<file path="src/rtl/pifo_sram_pkg.sv">
// Shared definitions for the SRAM-backed 4-ary PIFO tree: FSM encodings
// and the layout of a node row.
package pifo_sram_pkg;

    typedef enum logic [1:0] {
        ST_IDLE = 2'b00,
        ST_WB   = 2'b10,
        ST_PUSH = 2'b11
    } fsm_e;

    localparam int NSLOT = 4;

    // Sentinel for "no element"; callers slice the low payload bits they need.
    localparam logic [63:0] EMPTY_ELEM = '1;

    function automatic int slot_width(input int ctw, input int mtw, input int ptw);
        return ctw + mtw + ptw;
    endfunction

    function automatic int slot_elem_lsb(input int k, input int w);
        return k * w;
    endfunction

    function automatic int slot_size_lsb(input int k, input int w, input int ew);
        return k * w + ew;
    endfunction

endpackage

</file>
<file path="src/rtl/push_rpu_slot_sel.sv">
// Combinational 4-way minimum-size slot selector; ties resolve to the lowest index.
module push_rpu_slot_sel
    import pifo_sram_pkg::*;
#(
    parameter int CTW = 10,
    parameter int EW  = 16
) (
    input  logic [NSLOT*(CTW+EW)-1:0] row,
    output logic [1:0]                k,
    output logic [CTW-1:0]            size_k,
    output logic [EW-1:0]             elem_k
);

    localparam int W = CTW + EW;

    logic [CTW-1:0] size_arr [NSLOT];
    logic [EW-1:0]  elem_arr [NSLOT];

    genvar gi;
    generate
        for (gi = 0; gi < NSLOT; gi++) begin : g_unpack
            assign size_arr[gi] = row[slot_size_lsb(gi, W, EW) +: CTW];
            assign elem_arr[gi] = row[slot_elem_lsb(gi, W) +: EW];
        end
    endgenerate

    logic           lo_pick;
    logic           hi_pick;
    logic           top_pick;
    logic [CTW-1:0] lo_size;
    logic [CTW-1:0] hi_size;

    // Strict compares everywhere so equal sizes keep the lower index.
    assign lo_pick  = size_arr[1] < size_arr[0];
    assign hi_pick  = size_arr[3] < size_arr[2];
    assign lo_size  = lo_pick ? size_arr[1] : size_arr[0];
    assign hi_size  = hi_pick ? size_arr[3] : size_arr[2];
    assign top_pick = hi_size < lo_size;

    assign k      = top_pick ? {1'b1, hi_pick} : {1'b0, lo_pick};
    assign size_k = size_arr[k];
    assign elem_k = elem_arr[k];

endmodule

</file>
<file path="src/rtl/push_rpu.sv">
// Push-path RPU for one PIFO tree level: read node row, place element in the
// least-populated sub-tree, forward the loser to the child, write the row back.
module push_rpu
    import pifo_sram_pkg::*;
#(
    parameter int PTW = 16,
    parameter int MTW = 0,
    parameter int CTW = 10,
    parameter int ADW = 20
) (
    input  logic                                    i_clk,
    input  logic                                    i_rst,
    output logic [1:0]                              o_fsm,
    input  logic                                    i_push,
    input  logic [MTW+PTW-1:0]                      i_push_data,
    output logic                                    o_ready,
    output logic                                    o_push,
    output logic [MTW+PTW-1:0]                      o_push_data,
    output logic [ADW-1:0]                          o_child_addr,
    input  logic [ADW-1:0]                          i_my_addr,
    input  logic                                    i_is_leaf,
    output logic                                    o_read,
    output logic [ADW-1:0]                          o_read_addr,
    input  logic [NSLOT*(CTW+MTW+PTW)-1:0]          i_read_data,
    output logic                                    o_write,
    output logic [ADW-1:0]                          o_write_addr,
    output logic [NSLOT*(CTW+MTW+PTW)-1:0]          o_write_data,
    output logic                                    o_overflow
);

    localparam int EW = MTW + PTW;
    localparam int W  = slot_width(CTW, MTW, PTW);
    localparam int RW = NSLOT * W;

    fsm_e           fsm_reg,  fsm_next;
    logic [ADW-1:0] addr_reg, addr_next;
    logic [EW-1:0]  data_reg, data_next;

    always_comb begin
        fsm_next  = fsm_reg;
        addr_next = addr_reg;
        data_next = data_reg;
        case (fsm_reg)
            ST_PUSH: fsm_next = ST_WB;
            default: begin
                if (i_push) begin
                    fsm_next  = ST_PUSH;
                    addr_next = i_my_addr;
                    data_next = i_push_data;
                end else begin
                    fsm_next  = ST_IDLE;
                    addr_next = '0;
                end
            end
        endcase
    end

    always_ff @(posedge i_clk) begin
        if (i_rst) begin
            fsm_reg  <= ST_IDLE;
            addr_reg <= '0;
            data_reg <= '0;
        end else begin
            fsm_reg  <= fsm_next;
            addr_reg <= addr_next;
            data_reg <= data_next;
        end
    end

    assign o_fsm        = fsm_reg;
    assign o_ready      = (fsm_reg != ST_PUSH);
    assign o_read       = i_push && (fsm_reg != ST_PUSH) && !i_rst;
    assign o_read_addr  = i_my_addr;
    assign o_write_addr = addr_reg;

    logic [1:0]     sel_k;
    logic [CTW-1:0] size_k;
    logic [EW-1:0]  elem_k;

    push_rpu_slot_sel #(
        .CTW (CTW),
        .EW  (EW)
    ) u_slot_sel (
        .row    (i_read_data),
        .k      (sel_k),
        .size_k (size_k),
        .elem_k (elem_k)
    );

    logic           slot_empty;
    logic           drop;
    logic           new_wins;
    logic [CTW-1:0] size_new;
    logic [EW-1:0]  elem_new;
    logic [EW-1:0]  fwd_elem;
    logic [ADW-1:0] child_addr;
    logic [RW-1:0]  row_upd;

    // Equal priorities lose the slot so earlier arrivals stay ahead (FIFO).
    assign slot_empty = (size_k == '0);
    assign drop       = (&size_k) || (i_is_leaf && !slot_empty);
    assign new_wins   = data_reg[PTW-1:0] < elem_k[PTW-1:0];
    assign size_new   = slot_empty ? CTW'(1) : size_k + CTW'(1);
    assign elem_new   = (slot_empty || new_wins) ? data_reg : elem_k;
    assign fwd_elem   = new_wins ? elem_k : data_reg;
    assign child_addr = ADW'({addr_reg, sel_k});

    genvar gi;
    generate
        for (gi = 0; gi < NSLOT; gi++) begin : g_row
            assign row_upd[gi*W +: W] = (sel_k == 2'(gi)) ? {size_new, elem_new}
                                                          : i_read_data[gi*W +: W];
        end
    endgenerate

    logic active;
    assign active = (fsm_reg == ST_PUSH) && !i_rst;

    always_comb begin
        o_write      = 1'b0;
        o_write_data = '0;
        o_push       = 1'b0;
        o_overflow   = 1'b0;
        o_push_data  = EMPTY_ELEM[EW-1:0];
        o_child_addr = '1;
        if (active) begin
            if (drop) begin
                o_overflow = 1'b1;
            end else begin
                o_write      = 1'b1;
                o_write_data = row_upd;
                if (!slot_empty) begin
                    o_push       = 1'b1;
                    o_push_data  = fwd_elem;
                    o_child_addr = child_addr;
                end
            end
        end
    end

endmodule

</file>
<file path="config.mk">
export PLATFORM = sky130hd
export DESIGN_NAME = push_rpu
export DESIGN_NICKNAME = d
export VERILOG_FILES = /design/src/rtl/pifo_sram_pkg.sv /design/src/rtl/push_rpu_slot_sel.sv /design/src/rtl/push_rpu.sv
export SDC_FILE = /design/constraint.sdc
export NUM_CORES = 1
export LEC_CHECK = 0
export CAP_MARGIN = 5
export CELL_PAD_IN_SITES_DETAIL_PLACEMENT = 1
export CELL_PAD_IN_SITES_GLOBAL_PLACEMENT = 2
export CORE_ASPECT_RATIO = 0.8
export CORE_UTILIZATION = 20
export CTS_BUF_LIST = sky130_fd_sc_hd__clkbuf_16
export CTS_CLUSTER_DIAMETER = 120
export CTS_CLUSTER_SIZE = 25
export DETAILED_ROUTE_END_ITERATION = 7
export HOLD_SLACK_MARGIN = 0.15
export PLACE_DENSITY = 0.95
export SLEW_MARGIN = 15
export SYNTH_ARGS = -nofsm -noshare
export SYNTH_HDL_FRONTEND = slang
export SYNTH_HIERARCHICAL = 1
export SYNTH_SLANG_ARGS = --single-unit
export TNS_END_PERCENT = 50
</file>
<file path="constraint.sdc">
create_clock -name i_clk -period 13.58 [get_ports i_clk]
set_clock_uncertainty 0.05 [all_clocks]
set_input_delay 2.716 -clock i_clk [delete_from_list [all_inputs] [get_ports i_clk]]
set_output_delay 2.716 -clock i_clk [all_outputs]
set_load 0.02 [all_outputs]
</file>
# == After elaboration in Yosys (flattened, before gate mapping) ==
# Cells that the tools add are included.
# W data, S select, Z words.
# totals
output_inout_bits,187
ff_bits,38
input_bits,144
word_cells,64
# classes
magnitude_cmp,5
reduce_logical,13
add_sub_neg,1
n_bitwise,2
n_eq_ne,5
n_mux,34
# op_table
op,count
$mux W104,2
$mux W16,7
$mux W26,4
$mux W20,4
$mux W10,5
$bmux W16 S2,1
$lt A10 B10 Y1,3
$bmux W10 S2,1
$lt A16 B16 Y1,1
$add A10 B1 Y10 const B,1
$logic_not A10 Y1,1
$reduce_and A10 Y1,1
$mux W1,7
$eq A2 B2 Y1 const B,3
$mux W2,3
$logic_and A1 B1 Y1,4
$ge A3 B3 Y1 const B,1
$not A2 Y3,1
$eq A2 B1 Y1 const B,1
$logic_not A1 Y1,2
$logic_not A2 Y1,1
$logic_or A1 B1 Y1,2
$ne A2 B2 Y1 const B,1
$reduce_and A2 Y1,1
other kinds (2),2

# == Depth between registers and ports, before layout ==
# Gate-level depths: netlist of run 1.
# logic_depth
ltp_word,14
ltp_mapped,30
mapped_depth_nobuf,26

# == Cells and area by module ==
# The synthesis of run 1 kept the hierarchy.
# modules_own_cells
module,area_per_inst_um2,cells_per_inst,n_inst
push_rpu,3788.6,565,1
push_rpu_slot_sel,1557.7,207,1

# == Worst setup path after synthesis of run 1 ==
# OpenSTA, ideal clock, no wires.
# synth_timing
path_type,input -> output
start,input i_read_data[71]
end,output o_write_data[84]
cell_stages,28
t_required_ps,10814
path_slack_ps,3285
t_arrival_ps,7529
path_cell_list,inv_1 ha_1 a21o_1 a21oi_1 nor3b_1 nor3_4 buf_2 nor2_1 a21oi_1 inv_1 ha_1 nand4_1 nor3_1 a21oi_1 and3_1 o21ai_1 buf_6 buf_6 mux2i_1 inv_1 ha_1 nand4_1 nor3_2 a31oi_1 a21oi_4 buf_8 mux2i_1 a21oi_1
# synth_via
elab_chain_cells,14
# synth_lines
element,line,source
"start, declared",push_rpu.sv:24,"input logic [NSLOT*(CTW+MTW+PTW)-1:0] i_read_data,"
$lt A10 B10 Y1,push_rpu_slot_sel.sv:35,assign hi_pick = size_arr[3] < size_arr[2];
$mux W10,push_rpu_slot_sel.sv:37,assign hi_size = hi_pick ? size_arr[3] : size_arr[2];
$lt A10 B10 Y1,push_rpu_slot_sel.sv:38,assign top_pick = hi_size < lo_size;
$mux W2 (*),push_rpu_slot_sel.sv:40,"assign k = top_pick ? {1'b1, hi_pick} : {1'b0, lo_pick};"
$not A2 Y3 (not written as such) (*),push_rpu_slot_sel.sv:42,assign elem_k = elem_arr[k];
$bmux W16 S2 (*),push_rpu_slot_sel.sv:42,
$mux W16 (not written as such) (*) (2 in series),push_rpu_slot_sel.sv:42,
net elem_k[13],push_rpu.sv:78,logic [EW-1:0] elem_k;
$lt A16 B16 Y1 (*),push_rpu.sv:102,assign new_wins = data_reg[PTW-1:0] < elem_k[PTW-1:0];
$logic_or A1 B1 Y1 (*),push_rpu.sv:104,assign elem_new = (slot_empty || new_wins) ? data_reg : elem_k;
$mux W16 (*),push_rpu.sv:104,
$mux W26 (*),push_rpu.sv:111,"assign row_upd[gi*W +: W] = (sel_k == 2'(gi)) ? {size_new, elem_new}"
$mux W104 (*),push_rpu.sv:127,if (drop) begin
$mux W104 (*),push_rpu.sv:126,if (active) begin
"end, declared",push_rpu.sv:27,"output logic [NSLOT*(CTW+MTW+PTW)-1:0] o_write_data,"
# The timed path passes the listed nets; every way through them passes the cells marked *. The select of a mux whose other input is x is not followed.

# == Worst setup path in the final report of run 1 ==
# Same ends and word-level chain as after synthesis.

==> results.py, run 1 <==
metrics = {
    "detailed_routing": {
        "via_per_inst": 4.97,
        "first_iter_violations": 307,
        "drt-pass1-iter-count": 5,
        "drc_errors": 0,
        "routed_wl_mm": 29.1,
        "via_count": 6948,
        "antenna_left": 0,
        "routedWlPerCell_um": 20.8,
    },
    "cells_and_area": {
        "syn2layout_area_growth_pct": 68.2,
        "final_cell_mix": "clkdlybuf4s50_1 (330), a21oi_1 (118), mux2i_1 (76)",
        "final_common_cell": "clkdlybuf4s50_1",
        "largest_reg_flops": 20,
        "drive_gt1_share_pct": 3.56,
        "nets": 1227,
        "instances_no_fill": 1399,
    },
    "critical_path": {
        "regToRegStartpoint": "o_fsm[1]",
        "cp_data_arrival_time_ns": 9.97,
        "startpoint": "i_read_data[71]",
        "r2r_cells": 5,
        "start_kind": "primary input",
        "r2r_end": "o_write_addr[0]",
        "critPathCapture": "o_write_data[84]",
        "crit_path_end_kind": "output port",
        "critPathMaxFanout": 18,
        "required_ns": 10.81,
        "regToRegSetupSlack_ns": 11.80,
        "path_class": "in -> out",
        "critPathMaxStageDelay_ns": 0.66,
        "slowest_stage": "a21oi_4",
    },
    "timing": {
        "final_max_slew_viol_count": 0,
        "fin_crit_sh_pct": 93.8,
        "period_minus_slack_ns": 12.73,
        "rsz0062_at_grt": "no",
        "fin_tns_setup_ns": 0,
        "hold_viol": 0,
        "finalSetupViolCount": 0,
        "tightest_slew_ns": 1.11,
        "fmax_mhz": 78.5,
        "worst_slew_margin_rel_pct": 26.0,
    },
    "clock_network": {
        "cts_root_buffer": "clkbuf_16",
        "cts_resized": 0,
        "holdBufCountCts": 0,
        "htreeDepth": 2,
        "cts_buffers": 5,
        "tritoncts": "built",
        "clockBufferDepth": 2,
        "cts.sinks": 38,
        "clk_pin_slew_ns": 0.06,
        "clk_latency_ns": 0.30,
        "post-cts-setup-buffer-count": 0,
    },
    "global_route": {
        "grt_pass1_wl_mm": 43.0,
        "grt_remaining_overflow": 0,
        "grt_usage_pct": 20.6,
        "antenna_found_initial": 1,
        "grt_pass1_vias": 7173,
        "grt_max_degree": 61,
    },
    "synth": {
        "syn-num-nets": 960,
        "synth_area_leaders": "dfxtp_1 (14%), mux2i_1 (14%), a21oi_1 (11%), ha_1 (10%), o21ai_0 (5.5%)",
        "ys_ff_latch": 38,
        "yosys_warnings": 6,
        "netlist.area_leader.share_pct": 14.2,
        "netlist_instances": 772,
        "synth_edf_count": 0,
        "ys.flop_type": "dfxtp_1",
        "async_flop_share_pct": 0,
        "synth_cell_types": 48,
        "syn_area_sq_um": 5350,
        "ys_seq_area_share_pct": 14.2,
        "yosysTopAreaCell": "dfxtp_1",
        "avgSynthCellArea_sq_um": 6.93,
    },
    "pwr": {
        "p_seq_share_pct": 17.0,
        "internal_power_mw": 0.380,
        "powerDensity_nw_per_um2": 80.6,
        "switching_share_pct": 47.6,
        "power.leakage_nw": 3.49,
        "p_switching_mw": 0.345,
        "pwr-share-clk_pct": 21.8,
        "max-vdd-ir-drop_mv": 0.0452,
        "combPwrFrac_pct": 61.2,
        "finalPower_mw": 0.725,
    },
    "placement": {
        "dpl.cell_count": 1389,
        "numPortBuffers": 330,
        "hpwl_mm": 23.5,
        "place_congestion": 0.863,
    },
    "floorplanning": {
        "die_w_um": 185,
        "die_y_um": 148,
        "die_area_sq_um": 27400,
        "initial_utilization_pct": 20.4,
        "io_pins": 331,
        "rows": 53,
        "core_area_sq_um": 26300,
    },
    "min_path": {
        "whs_path_depth": 1,
        "min_path_type": "reg -> reg",
    },
    "run_status": {
        "outcome": "finished clean",
    },
    "flow_run": {
        "cap_viol_max_count": 0,
    },
}
[per-layer routing]
metal | vias to the layer above | part of all wire, % | global-route usage (%)
met5 | - | 0 | 0
met4 | 0 | 1.3 | 3.55
met3 | 22 | 7.9 | 5.41
met2 | 267 | 48 | 36.2
met1 | 3366 | 43 | 25.2
li1 | 3293 | - | -
[through the flow]
step	hold slack [ns]	setup slack [ns]	util (%)	instance area (sq um)
floorplan	0.412	3.29	-	5350
CTS	0.441	0.791	34.2	8990
global route	0.466	0.348	34.2	8990
detailed placement	0.424	0.796	33.5	8790
global placement	0.411	0.988	33.5	8790
finish	0.437	0.845	34.2	8990
[critical path, delay by kind of cell]
family          cells  cell delay (ns)
compound gates      7             2.19
fa+ha+maj           3             0.93
buf+inv             6             1.64
mux                 2             1.09
simple gates        7             1.39
[cell families after synthesis]
kind of cell | synth area share, %
flip-flops | 14.2
XOR/XNOR | 1.31
adder cells (fa/ha/maj) | 10.3
multiplexers | 14.4
AND/OR/NAND/NOR | 16.7
AO/OA/AOI/OAI | 31.2
buffers and inverters | 11.8
[cell usage after synthesis (all sizes together) (2+ instances only)]
cell type	n
a21oi	119
inv	48
nor3b	2
xor2	5
nand3	8
and3	3
nand2b	2
a41oi	2
or3	20
o211ai	16
nand2	68
and2	2
nand4	5
mux2i	76
a21o	2
buf	43
a31oi	3
xnor2	3
nor2	69
o21ai	75
a32oi	2
a22o	20
ha	44
a211oi	36
nor2b	5
clkbuf	39
dfxtp	38
nor3	9
[worst min-delay path by stage]
stage / start / end
floorplan: data_reg[0] / data_reg[0]
global placement: o_write_addr[19] / o_write_addr[19]
detailed placement: o_write_addr[18] / o_write_addr[18]
CTS: o_write_addr[18] / o_write_addr[18]
global route: o_write_addr[18] / o_write_addr[18]
finish: o_write_addr[19] / o_write_addr[19]
[layout make-up]
cell class	count	area [sq um]
Tap cell	357	447
Sequential cell	38	761
Inverter	48	180
Clock buffer	5	125
Fill cell	3176	17300
Antenna cell	2	5.00
Timing Repair Buffer	342	3410
Clock inverter	3	68.8
Multi-Input combinational cell	604	4000
[power by group through the flow]
stage	logic [mW]	clock network (mW)	registers, mW
final	0.444	0.158	0.123
after detailed placement	0.440	0	0.126
after floorplan	0.267	0	0.127
after global routing	0.481	0.166	0.124
after CTS	0.442	0.163	0.123
after global placement	0.431	0	0.126
Power figures use the tool's default switching activity.
==> inputs of run 2 (changes only) <==
--- a/config.mk
+++ b/config.mk
@@ -5,7 +5,7 @@
 export SDC_FILE = /design/constraint.sdc
 export NUM_CORES = 1
 export LEC_CHECK = 0
-export CAP_MARGIN = 5
+export CAP_MARGIN = 25
 export CELL_PAD_IN_SITES_DETAIL_PLACEMENT = 1
 export CELL_PAD_IN_SITES_GLOBAL_PLACEMENT = 2
 export CORE_ASPECT_RATIO = 0.8
==> results.py, run 2 (same netlist as run 1, synthesis figures left out) <==
metrics = {
    "floorplanning": {
        "io_pins": 331,
        "die_area_sq_um": 27400,
        "rows": 53,
        "die_w_um": 185,
        "die_y_um": 148,
        "core_area_sq_um": 26300,
        "initial_utilization_pct": 20.4,
    },
    "critical_path": {
        "slowest_stage": "a21oi_4",
        "cpLargestDelayFamily": "compound AO/OA/AOI/OAI gates",
        "required_ns": 10.81,
        "cp_data_arrival_time_ns": 9.96,
        "crit_buf_inv": 6,
        "critPathMaxFanout": 18,
        "crit_path_end_kind": "output port",
        "path_class": "in -> out",
        "critPathMaxStageDelay_ns": 0.67,
        "start_kind": "primary input",
    },
    "pwr": {
        "combPwrFrac_pct": 61.6,
        "internal_power_mw": 0.386,
        "switching_share_pct": 47.3,
        "p_switching_mw": 0.346,
        "pwr-share-clk_pct": 21.6,
        "max-vdd-ir-drop_mv": 0.0618,
        "p_seq_share_pct": 16.8,
        "powerDensity_nw_per_um2": 81.1,
        "power.leakage_nw": 3.51,
    },
    "placement": {
        "numPortBuffers": 330,
        "placed_area_sq_um": 8820,
        "place_congestion": 0.863,
        "hpwl_mm": 23.7,
    },
    "detailed_routing": {
        "routedWlPerCell_um": 20.8,
        "first_iter_violations": 267,
        "antenna_left": 0,
        "routed_wl_mm": 29.2,
        "via_per_inst": 4.95,
        "via_count": 6935,
        "drc_errors": 0,
        "drt-pass1-iter-count": 4,
    },
    "global_route": {
        "grt_usage_pct": 20.6,
        "grt_pass1_wl_mm": 43.1,
        "met1_usage_pct": 25.6,
        "grt_remaining_overflow": 0,
        "grt_max_degree": 61,
        "met2_usage_pct": 36.4,
        "antenna_found_initial": 1,
        "grt_busiest_layer": "met2",
        "grt_pass1_vias": 7236,
        "grt_use_met3_pct": 4.80,
    },
    "timing": {
        "worst_slew_margin_rel_pct": 35.4,
        "hold_viol": 0,
        "tightest_slew_ns": 0.968,
        "finalSetupViolCount": 0,
        "final_max_slew_viol_count": 0,
        "period_minus_slack_ns": 12.73,
        "fin_hold_ws_ns": 0.433,
        "fin_crit_sh_pct": 93.7,
        "fmax_mhz": 78.6,
        "fin_tns_setup_ns": 0,
        "rsz0062_at_grt": "no",
    },
    "cells_and_area": {
        "final_common_cell": "clkdlybuf4s50_1",
        "largest_reg_flops": 20,
        "syn2layout_area_growth_pct": 68.9,
        "nets": 1229,
        "drive_gt1_share_pct": 3.74,
        "fin_util_pct": 34.4,
        "final_cell_mix": "clkdlybuf4s50_1 (330), a21oi_1 (118), mux2i_1 (76)",
        "final_area_sq_um": 9030,
    },
    "clock_network": {
        "clockBufferDepth": 2,
        "post-cts-setup-buffer-count": 0,
        "tritoncts": "built",
        "clk_latency_ns": 0.30,
        "cts_root_buffer": "clkbuf_16",
        "clk_pin_slew_ns": 0.07,
        "cts_buffers": 5,
        "cts.sinks": 38,
        "htreeDepth": 2,
        "cts_resized": 0,
        "holdBufCountCts": 0,
    },
    "min_path": {
        "min_path_type": "reg -> reg",
    },
    "run_status": {
        "outcome": "finished clean",
    },
    "flow_run": {
        "cap_viol_max_count": 0,
    },
}
[run 2: layout make-up]
class | instances | area (sq um)
clock buffers | 5 | 125
multi-input cells | 604 | 4000
repair buffers | 344 | 3450
clock inverters | 3 | 68.8
fillers | 3192 | 17200
inverters | 48 | 180
flip-flops and latches | 38 | 761
well taps | 357 | 447
diodes | 1 | 2.50
[run 2: layer usage]
layer  vias up  wire length [um]  share of wire (%)
li1       3292                 -                  -
met1      3362             12700                 44
met2       263             13900                 48
met3        18              2240                7.7
met4         0               283               0.97
met5         -                 0                  0
[run 2: power by group through the flow]
stage	Sequential, mW	Combinational (mW)	Clock [mW]
2_1_floorplan	0.127	0.267	0
3_3_place_gp	0.126	0.431	0
3_5_place_dp	0.126	0.445	0
4_1_cts	0.123	0.448	0.163
5_1_grt	0.124	0.487	0.165
6_report	0.123	0.451	0.158
[run 2: worst paths after layout]
check / start / endpoint / slack (ns) / cells past startpoint
worst min register to register: o_write_addr[19] / o_write_addr[19] / 0.43 / 1
worst min-delay path: o_write_addr[19] / o_write_addr[19] / 0.43 / 1
worst max register to register: o_fsm[1] / o_write_addr[0] / 11.77 / 5
worst max-delay path: i_read_data[71] / o_write_data[0] / 0.85 / 25
[run 2: stage by stage]
stage / power [mW] / worst slack (ns) / instances
global placement: 0.556 / 0.988 / 1389
global route: 0.776 / 0.383 / 1400
CTS: 0.734 / 0.769 / 1398
detailed placement: 0.571 / 0.783 / 1390
floorplan: 0.395 / 3.29 / 772
finish: 0.732 / 0.850 / 1400
